File: src/rtl/prbs7_ber_monitor_if.sv
// Control/status bundle between the PRBS7 BER monitor and its slow-control host.
interface prbs7_ber_monitor_if #(
    parameter int unsigned ACC_WIDTH = 48
) ();
    logic                 enable;
    logic                 clear;
    logic [5:0]           errorCount;
    logic                 locked;
    logic [ACC_WIDTH-1:0] errAcc;
    logic [ACC_WIDTH-1:0] wordAcc;
    logic [7:0]           lolCount;
    logic                 errSticky;

    // Host side: drives word stream and controls, reads statistics.
    modport master (
        output enable, clear, errorCount,
        input  locked, errAcc, wordAcc, lolCount, errSticky
    );

    // Monitor side.
    modport slave (
        input  enable, clear, errorCount,
        output locked, errAcc, wordAcc, lolCount, errSticky
    );
endinterface

File: src/rtl/prbs7_ber_monitor.sv
// PRBS7 lock detector and BER accumulator fed by the checker's per-word error count.
module prbs7_ber_monitor #(
    parameter int unsigned LOCK_CYCLES = 64,
    parameter int unsigned UNLOCK_ERRS = 4,
    parameter int unsigned ACC_WIDTH   = 48
) (
    input logic                 clk,
    input logic                 rst,
    prbs7_ber_monitor_if.slave  bus
);
    localparam int unsigned GW = $clog2(LOCK_CYCLES + 1);
    localparam int unsigned BW = $clog2(UNLOCK_ERRS + 1);

    localparam logic [0:0] StUnlocked = 1'b0;
    localparam logic [0:0] StLocked   = 1'b1;

    localparam logic [GW:0] LockTarget   = LOCK_CYCLES[GW:0];
    localparam logic [BW:0] UnlockTarget = UNLOCK_ERRS[BW:0];

    logic [0:0]           state_q, state_d;
    logic [GW-1:0]        good_q, good_d;
    logic [BW-1:0]        bad_q, bad_d;
    logic [ACC_WIDTH-1:0] err_q, err_d;
    logic [ACC_WIDTH-1:0] word_q, word_d;
    logic [7:0]           lol_q, lol_d;
    logic                 sticky_q, sticky_d;

    logic                 word_bad;
    logic [GW:0]          good_inc;
    logic [BW:0]          bad_inc;
    logic [ACC_WIDTH:0]   err_sum;
    logic [ACC_WIDTH:0]   word_sum;

    // Run increments and one-bit-wider sums; the extra MSB is the saturation carry.
    always_comb begin
        word_bad = (bus.errorCount != 6'd0);
        good_inc = {1'b0, good_q} + {{GW{1'b0}}, 1'b1};
        bad_inc  = {1'b0, bad_q} + {{BW{1'b0}}, 1'b1};
        err_sum  = {1'b0, err_q} + {{(ACC_WIDTH - 5){1'b0}}, bus.errorCount};
        word_sum = {1'b0, word_q} + {{ACC_WIDTH{1'b0}}, 1'b1};
    end

    // Next-state: lock FSM, run counters, saturating statistics; clear overrides stats.
    always_comb begin
        state_d  = state_q;
        good_d   = good_q;
        bad_d    = bad_q;
        err_d    = err_q;
        word_d   = word_q;
        lol_d    = lol_q;
        sticky_d = sticky_q;

        if (bus.enable) begin
            if (state_q == StUnlocked) begin
                if (word_bad) begin
                    good_d = '0;
                end else if (good_inc == LockTarget) begin
                    state_d = StLocked;
                    good_d  = '0;
                    bad_d   = '0;
                end else begin
                    good_d = good_inc[GW-1:0];
                end
            end else begin
                word_d = word_sum[ACC_WIDTH] ? {ACC_WIDTH{1'b1}} : word_sum[ACC_WIDTH-1:0];
                err_d  = err_sum[ACC_WIDTH] ? {ACC_WIDTH{1'b1}} : err_sum[ACC_WIDTH-1:0];
                if (word_bad) begin
                    sticky_d = 1'b1;
                    if (bad_inc == UnlockTarget) begin
                        state_d = StUnlocked;
                        good_d  = '0;
                        bad_d   = '0;
                        lol_d   = (lol_q == 8'hff) ? lol_q : lol_q + 8'd1;
                    end else begin
                        bad_d = bad_inc[BW-1:0];
                    end
                end else begin
                    bad_d = '0;
                end
            end
        end

        // Clear ignores enable and beats any same-cycle update, including loss-of-lock.
        if (bus.clear) begin
            err_d    = '0;
            word_d   = '0;
            lol_d    = '0;
            sticky_d = 1'b0;
        end
    end

    // State registers with synchronous reset.
    always_ff @(posedge clk) begin
        if (rst) begin
            state_q  <= StUnlocked;
            good_q   <= '0;
            bad_q    <= '0;
            err_q    <= '0;
            word_q   <= '0;
            lol_q    <= '0;
            sticky_q <= 1'b0;
        end else begin
            state_q  <= state_d;
            good_q   <= good_d;
            bad_q    <= bad_d;
            err_q    <= err_d;
            word_q   <= word_d;
            lol_q    <= lol_d;
            sticky_q <= sticky_d;
        end
    end

    // All outputs come straight from registers.
    always_comb begin
        bus.locked    = (state_q == StLocked);
        bus.errAcc    = err_q;
        bus.wordAcc   = word_q;
        bus.lolCount  = lol_q;
        bus.errSticky = sticky_q;
    end
endmodule

File: src/flat_wrapper.sv
// flat-port wrapper written by rule: the top's interface ports become plain ports
module prbs7_ber_monitor_flat 
#(
    parameter int unsigned LOCK_CYCLES = 64,
    parameter int unsigned UNLOCK_ERRS = 4,
    parameter int unsigned ACC_WIDTH   = 48
)
  (clk, rst, bus_enable, bus_clear, bus_errorCount, bus_locked, bus_errAcc, bus_wordAcc, bus_lolCount, bus_errSticky);
  prbs7_ber_monitor_if #(.ACC_WIDTH(ACC_WIDTH)) bus_i ();
  input logic clk;
  input logic rst;
  input wire logic [$bits(bus_i.enable)-1:0] bus_enable;
  input wire logic [$bits(bus_i.clear)-1:0] bus_clear;
  input wire logic [$bits(bus_i.errorCount)-1:0] bus_errorCount;
  output wire logic [$bits(bus_i.locked)-1:0] bus_locked;
  output wire logic [$bits(bus_i.errAcc)-1:0] bus_errAcc;
  output wire logic [$bits(bus_i.wordAcc)-1:0] bus_wordAcc;
  output wire logic [$bits(bus_i.lolCount)-1:0] bus_lolCount;
  output wire logic [$bits(bus_i.errSticky)-1:0] bus_errSticky;
  assign bus_i.enable = bus_enable;
  assign bus_i.clear = bus_clear;
  assign bus_i.errorCount = bus_errorCount;
  assign bus_locked = bus_i.locked;
  assign bus_errAcc = bus_i.errAcc;
  assign bus_wordAcc = bus_i.wordAcc;
  assign bus_lolCount = bus_i.lolCount;
  assign bus_errSticky = bus_i.errSticky;
  prbs7_ber_monitor #(.LOCK_CYCLES(LOCK_CYCLES), .UNLOCK_ERRS(UNLOCK_ERRS), .ACC_WIDTH(ACC_WIDTH)) u_core (.clk(clk), .rst(rst), .bus(bus_i));
endmodule
File: config.mk
export PLATFORM = sky130hd
export DESIGN_NAME = prbs7_ber_monitor_flat
export DESIGN_NICKNAME = d
export VERILOG_FILES = /design/src/rtl/prbs7_ber_monitor_if.sv /design/src/rtl/prbs7_ber_monitor.sv /design/src/flat_wrapper.sv
export SDC_FILE = /design/constraint.sdc
export NUM_CORES = 1
export LEC_CHECK = 0
export BUFFER_PORTS_ARGS = -buffer_cell sky130_fd_sc_hd__buf_2
export CAP_MARGIN = 10
export CELL_PAD_IN_SITES_DETAIL_PLACEMENT = 0
export CELL_PAD_IN_SITES_GLOBAL_PLACEMENT = 2
export CORE_AREA = 2 2 131 133
export CTS_CLUSTER_SIZE = 20
export DETAILED_ROUTE_END_ITERATION = 10
export DIE_AREA = 0 0 133 135
export PLACE_DENSITY_LB_ADDON = 0.1
export SYNTH_ARGS = -nofsm -noshare
export SYNTH_HDL_FRONTEND = slang
export SYNTH_SLANG_ARGS = --single-unit
File: constraint.sdc
create_clock -name clk -period 4.53 [get_ports clk]
set_input_delay 0.2265 -clock clk [delete_from_list [all_inputs] [get_ports clk]]
set_output_delay 0.2265 -clock clk [all_outputs]
set_load 0.05 [all_outputs]
==> key figures, run 1 <==
Synth
  – Synth Net Count: 693
  – Synthesized flop and latch total: 116
  – Post-Syn Instances: 671
  – Syn Area/Cell: 8.50 um^2
  – Yosys cell types: 55
  – Prevailing post-synth register cell: dfxtp_1
  – Yosys top cell area share: 0.407
  – Synth Cell Area: 5710 um^2
  – Commonest cells post-synth: dfxtp_1 (116), a21oi_1 (95), nor2_1 (65)
  – Share of flip-flops with an asynchronous set or reset: 0
  – Sequential fraction of the synthesis area: 0.407
  – Synth area leaders: dfxtp_1 (41%), a21oi_1 (8.3%), xor2_1 (7.4%)
  – Yosys warning count: 0
  – Leading area contributor after synthesis: dfxtp_1
  – EDFF count, synth: 0
  – Most numerous cell in the Yosys netlist: dfxtp_1

Clocking
  – Setup bufs post-CTS: 0
  – Cts repair resizes: 0
  – Max Buffers Root-to-Sink: 2
  – Root buf cell: clkbuf_16
  – Clock sink count: 116
  – CTS Buf Count: 17
  – H-Tree Level Count: 4
  – Clk_lat worst skew: 410 ps
  – Hold-fix buffers at CTS: 0
  – TritonCTS clock tree: yes
  – Clock transition at path regs: 50 ps

Routing
  – WL/cell: 15.6 um
  – Drt initial violations: 244
  – Via density: 5.18
  – Antenna Nets Post-Route: 0
  – DRC Markers: 0
  – Drt pass-1 iters: 4
  – Via count: 5204
  – Final WL: 15.7 mm

Critical path
  – Critical path class: reg -> reg
  – CP arrival: 3380 ps
  – Launch point of the worst reg-to-reg path: u_core.bus.errAcc[10]$_SDFFE_PP0P_
  – Reg2reg end: u_core.bus.errAcc[23]$_SDFFE_PP0P_
  – Reg2Reg Setup Slack: 1480 ps
  – Required time worst endpoint: 4860 ps
  – Worst reg2reg path depth: 6
  – Setup crit end kind: register
  – CP Max Fanout: 26
  – Startpoint Class: register

Floorplan
  – Die W: 133 um
  – Area of the core: 16400 um^2
  – Starting Density: 0.348
  – I/O pins: 116
  – Row count: 47
  – Die H: 135 um
  – Die Area: 18000 um^2

Pwr
  – Switching Share: 0.203
  – Static Leak: 2.73 nW
  – Psw: 0.483 mW
  – Reg power frac: 0.430
  – VDD IR max: 0.269 mV
  – P_int: 1.89 mW
  – Gate power share: 0.015
  – Cell area power density: 339 nW/um^2
  – Clock network power share: 0.555

Timing
  – Worst Clk Skew: 7.45 ps
  – Worst-margin pin slew: 1040 ps
  – Hold Fails Final Rpt: 0
  – Setup TNS: 0 ps
  – Final Slew Violations: 0
  – Unrepaired setup endpoints after global routing: no
  – Setup violations, final: 0
  – Fin crit share: 0.674
  – Final min period: 3050 ps
  – Max_slew headroom: 0.305
  – FMAX: 327 MHz

Min path
  – Hold Crit Endpoint: u_core.bad_q[2]$_SDFFE_PP0P_
  – Worst min-delay path startpoint: rst
  – Hold/Removal Path Class: in -> reg
  – Hold path cells: 2

Run
  – Max Cap Viol: 0

Placed design
  – Global placement routability congestion: 0.770
  – DP Area: 6430 um^2
  – Port bufs: 115
  – HPWL after DPL: 11.0 mm

Layout
  – Cell area after layout: 7010 um^2
  – Area grow syn2layout: 22.8%
  – Count of nets after finishing: 796
  – Share of layout cells above drive strength 1: 0.210
  – ANT cells: 0

GRT
  – Overflow after GRT: 0
  – Initial antenna violation count: 0
  – Largest net degree at the start of global routing: 53
  – Overall Global Routing Usage: 0.179
  – First-pass GRT wire length: 25.8 mm
  – Vias in the first global route: 4930

Status
  – Outcome: finished, final reports clean
-- placed cells by master, fill, tap and decap left out, types with 6 or more instances in the layout --
cell type,count
dfxtp_1,116
buf_2,115
a21oi_1,95
nor2_1,65
nand3_1,52
nand2_1,52
xor2_1,48
xnor2_1,37
and3_1,20
nand4_1,20
nor3_1,19
clkbuf_16,17
and4_1,13
ha_1,11
clkbuf_8,8
o21ai_0,7
a31oi_1,7
and2_1,6
o221a_2,6
mux2i_1,6
-- registers in the layout (all words and copies together) (netlist names) --
signal and cells:
u_core.bus.locked 1, u_core.bus.wordAcc 48, u_core.bus.errAcc 48, u_core.bus.errSticky 1
u_core.bad_q 3, u_core.good_q 7, u_core.bus.lolCount 8
-- metal layers --
layer  global-route usage  part of all wire
met1                0.227              0.46
met2                0.300              0.47
met3               0.0390             0.047
met4               0.0657             0.017
met5                    0                 0
-- logic make-up after synthesis --
group                      count (synthesis)  share of synthesized area
and+or+nand+nor                          281                      0.258
AOI/OAI and AO/OA                        133                      0.137
DFF                                      116                      0.407
xor gates and xnor gates                  85                      0.130
buffers and inverters                     38                     0.0298
adders and majority gates                 12                     0.0276
muxes                                      6                     0.0105
-- stage by stage --
stage	power, mW	worst slack (ps)	cells	hold WS, ps	util
floorplan	1.07	1860	671	296	-
finish	2.38	1480	1005	160	0.427
global route	2.47	1230	1005	163	0.427
detailed placement	1.08	1470	975	470	0.392
global placement	1.08	1540	975	459	0.392
CTS	2.42	1470	1005	140	0.427
-- power groups by stage --
| stage | sequential, mW | clock, mW | combinational, mW |
|---|---|---|---|
| global placement | 1.04 | 0 | 0.0371 |
| floorplan | 1.04 | 0 | 0.0235 |
| finish | 1.02 | 1.32 | 0.0366 |
| global route | 1.02 | 1.41 | 0.0408 |
| CTS | 1.02 | 1.36 | 0.0374 |
| detailed placement | 1.04 | 0 | 0.0376 |
-- worst max path at each step --
stage / startpoint / to / depth (start not counted)
3_5_place_dp: u_core.bus.errAcc[11]$_SDFFE_PP0P_ / u_core.bus.errAcc[23]$_SDFFE_PP0P_ / 6
4_1_cts: u_core.bus.errAcc[10]$_SDFFE_PP0P_ / u_core.bus.errAcc[23]$_SDFFE_PP0P_ / 6
2_1_floorplan: u_core.bus.errAcc[4]$_SDFFE_PP0P_ / u_core.bus.errAcc[18]$_SDFFE_PP0P_ / 9
3_3_place_gp: bus_errorCount[0] / u_core.bus.errAcc[16]$_SDFFE_PP0P_ / 9
6_report: u_core.bus.errAcc[10]$_SDFFE_PP0P_ / u_core.bus.errAcc[23]$_SDFFE_PP0P_ / 6
5_1_grt: u_core.bus.errAcc[10]$_SDFFE_PP0P_ / u_core.bus.errAcc[23]$_SDFFE_PP0P_ / 6
-- critical path, stage by stage, from the launching register on --
cell and delay, ps:
dfxtp_1 400, nand3_1 160, nor4_1 680, and2_1 260, nand3_1 740, and4_1 510, a211oi_1 210
-- area by class of cell --
| type | instances | area [um^2] |
|---|---|---|
| clock buffer | 27 | 543 |
| clock inverter | 3 | 40.0 |
| fill | 1673 | 9400 |
| inverter | 4 | 15.0 |
| multi-input combinational | 517 | 3220 |
| sequential | 116 | 2320 |
| tap | 220 | 275 |
| timing repair buffer | 118 | 598 |
(Power assumes the default switching activity.)
==> run 2: changes to the inputs <==
- ABC_AREA: not set -> 1
- CORE_AREA: 2 2 131 133 -> 2 2 166 168
- DIE_AREA: 0 0 133 135 -> 0 0 168 170
- clock period: 4.53 -> 2.8 ns (I/O delays scaled with it)
==> run 2 against run 1 <==
Design area increased by 29%; first-iteration DRC count is 73% higher; largest power group unchanged; final cell count grew 65%; utilization shrank 8.9 points; worst hold slack lost 110 ps; critical path type unchanged; critical endpoint is now u_core.bus.errAcc[12]$_SDFFE_PP0P_; die area is 59% higher.
==> key figures, run 2 <==
Floorplan
  – Die H: 170 um (+26%)
  – I/O pins: 116 (unchanged)
  – Die Area: 28600 um^2 (+59%)
  – Starting Density: 0.277 (-0.0706)
  – Area of the core: 26700 um^2 (+62%)
  – Die W: 168 um (+26%)
  – Row count: 60 (+28%)

GRT
  – First-pass GRT wire length: 42.0 mm (+63%)
  – Largest net degree at the start of global routing: 44 (-17%)
  – Overflow after GRT: 0 (unchanged)
  – Initial antenna violation count: 0 (unchanged)
  – Overall Global Routing Usage: 0.188 (+0.00882)
  – Vias in the first global route: 7535 (+53%)

Timing
  – Max_slew headroom: 0.478 (+0.173)
  – Setup TNS: 0 ps (unchanged)
  – Unrepaired setup endpoints after global routing: no
  – Worst-margin pin slew: 779 ps (-260 ps)
  – Hold Fails Final Rpt: 0 (unchanged)
  – Final min period: 2390 ps (-667 ps)
  – Fin crit share: 0.852 (+0.178)
  – FMAX: 419 MHz (+28%)
  – Final Slew Violations: 0 (unchanged)
  – Setup violations, final: 0 (unchanged)
  – Worst Clk Skew: 10.8 ps (+3.34 ps)

Pwr
  – Cell area power density: 444 nW/um^2 (+31%)
  – VDD IR max: 0.290 mV (+8.1%)
  – Static Leak: 3.91 nW (+43%)

Routing
  – Antenna Nets Post-Route: 0 (unchanged)
  – Drt initial violations: 421 (+73%)
  – Via density: 4.64 (-10%)
  – Drt pass-1 iters: 5 (+1)
  – WL/cell: 15.8 um (+1.4%)
  – Via count: 7689 (+48%)
  – DRC Markers: 0 (unchanged)
  – Final WL: 26.2 mm (+67%)

Layout
  – Layout fillers: 3005 (+80%)
  – Count of nets after finishing: 1324 (+66%)
  – Cell area after layout: 9030 um^2 (+29%)
  – ANT cells: 0 (unchanged)
  – Commonest non-fill, non-tap cells in the layout: nand2_1 (327), inv_1 (150), nor2_1 (144)
  – Area grow syn2layout: 22.2%
  – Share of layout cells above drive strength 1: 0.172 (-0.0383)
  – Commonest non-fill, non-tap cell in the layout: nand2_1

Clocking
  – CTS Buf Count: 17 (unchanged)
  – Root buf cell: clkbuf_16
  – Cts repair resizes: 0 (unchanged)
  – Clock transition at path regs: 60 ps (about the same)
  – Max Buffers Root-to-Sink: 2 (unchanged)
  – TritonCTS clock tree: yes
  – Clk_lat worst skew: 420 ps (about the same)
  – Hold-fix buffers at CTS: 0 (unchanged)
  – H-Tree Level Count: 4 (unchanged)
  – Setup bufs post-CTS: 0 (unchanged)
  – Clock sink count: 116 (unchanged)

Critical path
  – Setup crit end kind: register
  – CP arrival: 2690 ps (-690 ps)
  – Startpoint Class: register
  – Worst reg2reg path depth: 11 (+5)
  – Critical path class: reg -> reg
  – CP Max Fanout: 31 (+19%)
  – Launch point of the worst reg-to-reg path: u_core.bus.errAcc[0]$_SDFFE_PP0P_
  – Required time worst endpoint: 3100 ps (-1760 ps)
  – Reg2reg end: u_core.bus.errAcc[12]$_SDFFE_PP0P_
  – Reg2Reg Setup Slack: 410 ps (-1060 ps)

Placed design
  – Global placement routability congestion: 0.831 (+7.8%)
  – HPWL after DPL: 20.0 mm (+82%)
  – DP Area: 8450 um^2 (+31%)
  – Port bufs: 115 (unchanged)

Synth
  – Sequential fraction of the synthesis area: 0.314 (-0.0926)
  – Yosys top cell area share: 0.314 (-0.0926)
  – Leading area contributor after synthesis: dfxtp_1
  – Commonest cells post-synth: nand2_1 (327), inv_1 (150), nor2_1 (145)
  – Share of flip-flops with an asynchronous set or reset: 0 (unchanged)
  – EDFF count, synth: 0 (unchanged)
  – Prevailing post-synth register cell: dfxtp_1
  – Syn Area/Cell: 6.33 um^2 (-26%)
  – Most numerous cell in the Yosys netlist: nand2_1
  – Synthesized flop and latch total: 116 (unchanged)
  – Synth Net Count: 1189 (+72%)
  – Post-Syn Instances: 1167 (+74%)
  – Synth Cell Area: 7390 um^2 (+29%)
  – Synth area leaders: dfxtp_1 (31%), nand2_1 (17%), inv_1 (7.6%)
  – Yosys cell types: 43 (-22%)
  – Yosys warning count: 0 (unchanged)

Status
  – Outcome: finished, final reports clean

Run
  – Max Cap Viol: 0 (unchanged)

Min path
  – Hold Crit Endpoint: u_core.good_q[6]$_SDFFE_PP0P_
  – Hold path cells: 2 (unchanged)
  – Hold/Removal Path Class: in -> reg
  – Worst min-delay path startpoint: rst
==> run 2: changes by cell type after synthesis, sizes merged, moves of 17 or more <==
cell   before  now
nand2      52  335
nand4      21   38
nor2       65  160
xor2       48   31
xnor2      37   14
and3       20    1
inv         4  154
nand3      54  105
a21oi      95   69
o21ai       7   32
==> run 2: layout make-up <==
class	instances	area, um^2	share of cell area
multi-input cells	872	4350	0.482
flip-flops and latches	116	2320	0.257
repair buffers	140	763	0.0845
inverters	155	583	0.0646
clock buffers	23	478	0.0529
well taps	341	427	0.0473
clock inverters	9	101	0.0112
==> run 2: kinds of logic after synthesis <==
family / after synthesis / share of synthesized area
xor gates and xnor gates: 45 / 0.0534
DFF: 116 / 0.314
adders and majority gates: 12 / 0.0213
AOI/OAI and AO/OA: 119 / 0.0915
buffers and inverters: 179 / 0.0972
and+or+nand+nor: 696 / 0.422
==> run 2: stage by stage <==
step	setup slack, ps	cells	hold slack [ps]	total power, mW	util
after detailed placement	434	1624	441	1.84	0.317
final	413	1656	45.6	4.01	0.339
after floorplan	615	1167	307	1.79	-
after CTS	409	1656	38.9	4.08	0.339
after global placement	475	1624	437	1.84	0.317
after global routing	218	1656	54.6	4.16	0.339
==> run 2: worst max path at each step <==
stage	endpoint	start	slack (ps)	cells past startpoint
3_5_place_dp	u_core.bus.errAcc[12]$_SDFFE_PP0P_	u_core.bus.errAcc[0]$_SDFFE_PP0P_	430	11
3_3_place_gp	u_core.bus.errAcc[32]$_SDFFE_PP0P_	u_core.bus.errAcc[0]$_SDFFE_PP0P_	470	12
6_report	u_core.bus.errAcc[12]$_SDFFE_PP0P_	u_core.bus.errAcc[0]$_SDFFE_PP0P_	410	11
4_1_cts	u_core.bus.errAcc[32]$_SDFFE_PP0P_	u_core.bus.errAcc[0]$_SDFFE_PP0P_	410	12
2_1_floorplan	u_core.bus.errAcc[20]$_SDFFE_PP0P_	u_core.bus.errAcc[0]$_SDFFE_PP0P_	620	13
5_1_grt	u_core.bus.errAcc[32]$_SDFFE_PP0P_	u_core.bus.errAcc[0]$_SDFFE_PP0P_	220	12
==> run 2: worst max-delay path, cell delays in order (launching register included) <==
cell,delay (ps)
dfxtp_1,320
ha_1,250
fa_1,410
nand2_1,90
nand2_1,90
nand3b_1,110
nand2_2,150
nand3_2,150
nor2_4,60
nand2_4,350
buf_4,220
a21oi_1,70
==> run 2: per-layer routing <==
metal | vias up | global-route usage | routed length [um]
li1 | 4020 | - | -
met1 | 3536 | 0.274 | 14100
met2 | 120 | 0.291 | 11300
met3 | 13 | 0.0281 | 616
met4 | 0 | 0.0416 | 223
met5 | - | 0 | 0
==> run 2: power by group <==
part | total, mW | internal (mW) | switching, mW
Clock | 2.21 | 1.38 | 0.834
Sequential | 1.66 | 1.66 | 0.00616
Combinational | 0.139 | 0.0355 | 0.103
Total | 4.01 | 3.07 | 0.944
==> run 3: changes to the inputs <==
- CORE_AREA: 2 2 166 168 -> 2 2 198 141
- DIE_AREA: 0 0 168 170 -> 0 0 200 143
- RECOVER_POWER: not set -> 100
==> run 3 against run 2 <==
Die area up 0.14%; flip-flop and latch count unchanged; combinational power about the same; register-to-register slack worse by 60 ps; utilization down 0.18 points; design area down 0.78%; worst hold slack worse by 15 ps; sequential power about the same; critical endpoint is now u_core.bus.errAcc[17]$_SDFFE_PP0P_; final cell count up 1.6%; clock-buffer cell count down 2.
==> key figures, run 3 (same netlist as run 2, synthesis figures left out) <==
Placed design
  – Global placement routability congestion: 0.824 (-0.79%)
  – HPWL after DPL: 21.7 mm (+8.4%)
  – Port bufs: 115 (unchanged)
  – Placed insts: 1650 (+1.6%)

Pwr
  – VDD IR max: 0.417 mV (+44%)
  – P_int: 3.19 mW (+3.9%)
  – Gate power share: 0.033 (-0.002)
  – Cell area power density: 467 nW/um^2 (+5.1%)
  – Psw: 0.994 mW (+5.4%)
  – Reg power frac: 0.397 (-0.017)
  – Static Leak: 3.46 nW (-11%)
  – Clock network power share: 0.570 (+0.019)
  – Switching Share: 0.238 (+0.00250)

Clocking
  – Clk_lat worst skew: 430 ps (about the same)
  – Setup bufs post-CTS: 0 (unchanged)
  – Cts repair resizes: 0 (unchanged)
  – CTS Buf Count: 17 (unchanged)
  – Clock transition at path regs: 60 ps (about the same)
  – Root buf cell: clkbuf_16
  – TritonCTS clock tree: yes
  – Clock sink count: 116 (unchanged)
  – Hold-fix buffers at CTS: 0 (unchanged)
  – Max Buffers Root-to-Sink: 2 (unchanged)
  – H-Tree Level Count: 4 (unchanged)

Layout
  – Commonest non-fill, non-tap cells in the layout: nand2_1 (327), inv_1 (150), nor2_1 (145)
  – Commonest non-fill, non-tap cell in the layout: nand2_1
  – Layout Cells excl Fill: 1683 (+1.6%)
  – Share of layout cells above drive strength 1: 0.0850 (-0.0869)
  – Area grow syn2layout: 21.3%
  – Layout fillers: 3024 (+0.63%)
  – Count of nets after finishing: 1327 (+0.23%)

Critical path
  – Required time worst endpoint: 3120 ps (+20 ps)
  – CP Cell Sequence: ha_1 -> fa_1 -> nand2_1 -> nand2_1 -> nand3b_1 -> nand2_2 -> nand3_1 -> nor2_4 -> nand2_4 -> buf_4 -> nand3_1 -> nand2_1 -> inv_1
  – CP Max Fanout: 18 (-42%)
  – Top delay family on crit path: simple AND/OR/NAND/NOR gates
  – Startpoint Class: register
  – Setup crit end kind: register
  – Most frequent CP cell: nand2_1
  – Critical path class: reg -> reg
  – Crit-path slowest cell: fa_1
  – WP buf/inv: 2 (+1)
  – CP arrival: 2770 ps (+80 ps)
  – Largest stage delay on the critical path: 420 ps (about the same)

Timing
  – Max_slew headroom: 0.511 (+0.0333)
  – Final Slew Violations: 0 (unchanged)
  – Setup violations, final: 0 (unchanged)
  – Setup TNS: 0 ps (unchanged)
  – Worst Clk Skew: 10.1 ps (-0.699 ps)
  – Fin crit share: 0.874 (+0.0221)
  – Hold Fails Final Rpt: 0 (unchanged)
  – FMAX: 408 MHz (-2.5%)
  – Unrepaired setup endpoints after global routing: no
  – Final min period: 2450 ps (+61.9 ps)
  – Worst-margin pin slew: 730 ps (-49.8 ps)

Routing
  – Final WL: 27.8 mm (+6.3%)
  – Via count: 7757 (+0.88%)
  – Drt initial violations: 490 (+16%)
  – Antenna Nets Post-Route: 0 (unchanged)
  – Routed wl met3: 1.64 mm (+170%)
  – Met2 routed WL: 10.2 mm (-9.9%)
  – WL/cell: 16.5 um (+4.5%)
  – Drt pass-1 iters: 7 (+2)
  – Met1 Wirelength: 15.9 mm (+13%)
  – DRC Markers: 0 (unchanged)
  – Max layer used: met4
  – Via density: 4.61 (-0.73%)

Floorplan
  – Starting Density: 0.278 (+0.000652)
  – Die W: 200 um (+19%)
  – Row count: 50 (-17%)
  – Area of the core: 26600 um^2 (-0.23%)
  – Die H: 143 um (-16%)
  – I/O pins: 116 (unchanged)
  – Die Area: 28600 um^2 (+0.14%)

GRT
  – Overall Global Routing Usage: 0.202 (+0.0139)
  – First-pass GRT wire length: 43.1 mm (+2.7%)
  – Vias in the first global route: 7217 (-4.2%)
  – Initial antenna violation count: 0 (unchanged)
  – Overflow after GRT: 0 (unchanged)
  – Largest net degree at the start of global routing: 44 (unchanged)

Run
  – Max Cap Viol: 0 (unchanged)

Min path
  – Hold/Removal Path Class: in -> reg

Status
  – Outcome: finished, final reports clean
-- run 3: layer usage --
metal / GRT usage / vias to the layer above
li1: - / 4040
met1: 0.332 / 3520
met2: 0.254 / 186
met3: 0.0463 / 11
met4: 0.0386 / 0
met5: 0 / -
-- run 3: final timing paths --
path                                          start                                  to  slack, ps  depth (start not counted)
setup / recovery  u_core.bus.errAcc[0]$_SDFFE_PP0P_  u_core.bus.errAcc[17]$_SDFFE_PP0P_        350                         13
hold / removal                                  rst       u_core.good_q[3]$_SDFFE_PP0P_         30                          2
setup reg to reg  u_core.bus.errAcc[0]$_SDFFE_PP0P_  u_core.bus.errAcc[17]$_SDFFE_PP0P_        350                         13
hold reg to reg   u_core.bus.errSticky$_SDFFE_PP0P_   u_core.bus.errSticky$_SDFFE_PP0P_        450                          2
-- run 3: power groups by stage --
stage	clock network [mW]	logic [mW]	registers, mW
2_1_floorplan	0	0.0769	1.71
3_3_place_gp	0	0.144	1.70
3_5_place_dp	0	0.143	1.70
4_1_cts	2.46	0.143	1.66
5_1_grt	2.51	0.155	1.66
6_report	2.38	0.138	1.66
-- run 3: final cells by class --
class,instances,area [um^2],area share
Multi-Input combinational cell,872,4310,0.481
Tap cell,364,455,0.0508
Clock inverter,11,150,0.0168
Inverter,155,583,0.0651
Clock buffer,21,480,0.0536
Timing Repair Buffer,143,658,0.0735
Antenna cell,1,2.50,0.000279
Sequential cell,116,2320,0.259
-- run 3: through the flow --
stage / cell area (um^2) / hold WS (ps) / worst slack (ps) / total power [mW] / utilization
finish: 8960 / 30.9 / 351 / 4.18 / 0.337
floorplan: 7390 / 307 / 615 / 1.79 / -
global route: 8960 / 32.3 / 178 / 4.33 / 0.337
global placement: 8510 / 439 / 422 / 1.84 / 0.320
CTS: 9140 / 22.7 / 373 / 4.26 / 0.344
detailed placement: 8510 / 448 / 395 / 1.84 / 0.320
-- run 3: worst register-to-register path, delay by kind of cell, from the launching register on --
kind,cells,cell delay [ps]
adder cells (fa/ha/maj),2,660
buffers and inverters,2,290
AND/OR/NAND/NOR,9,1080
flip-flops,1,310
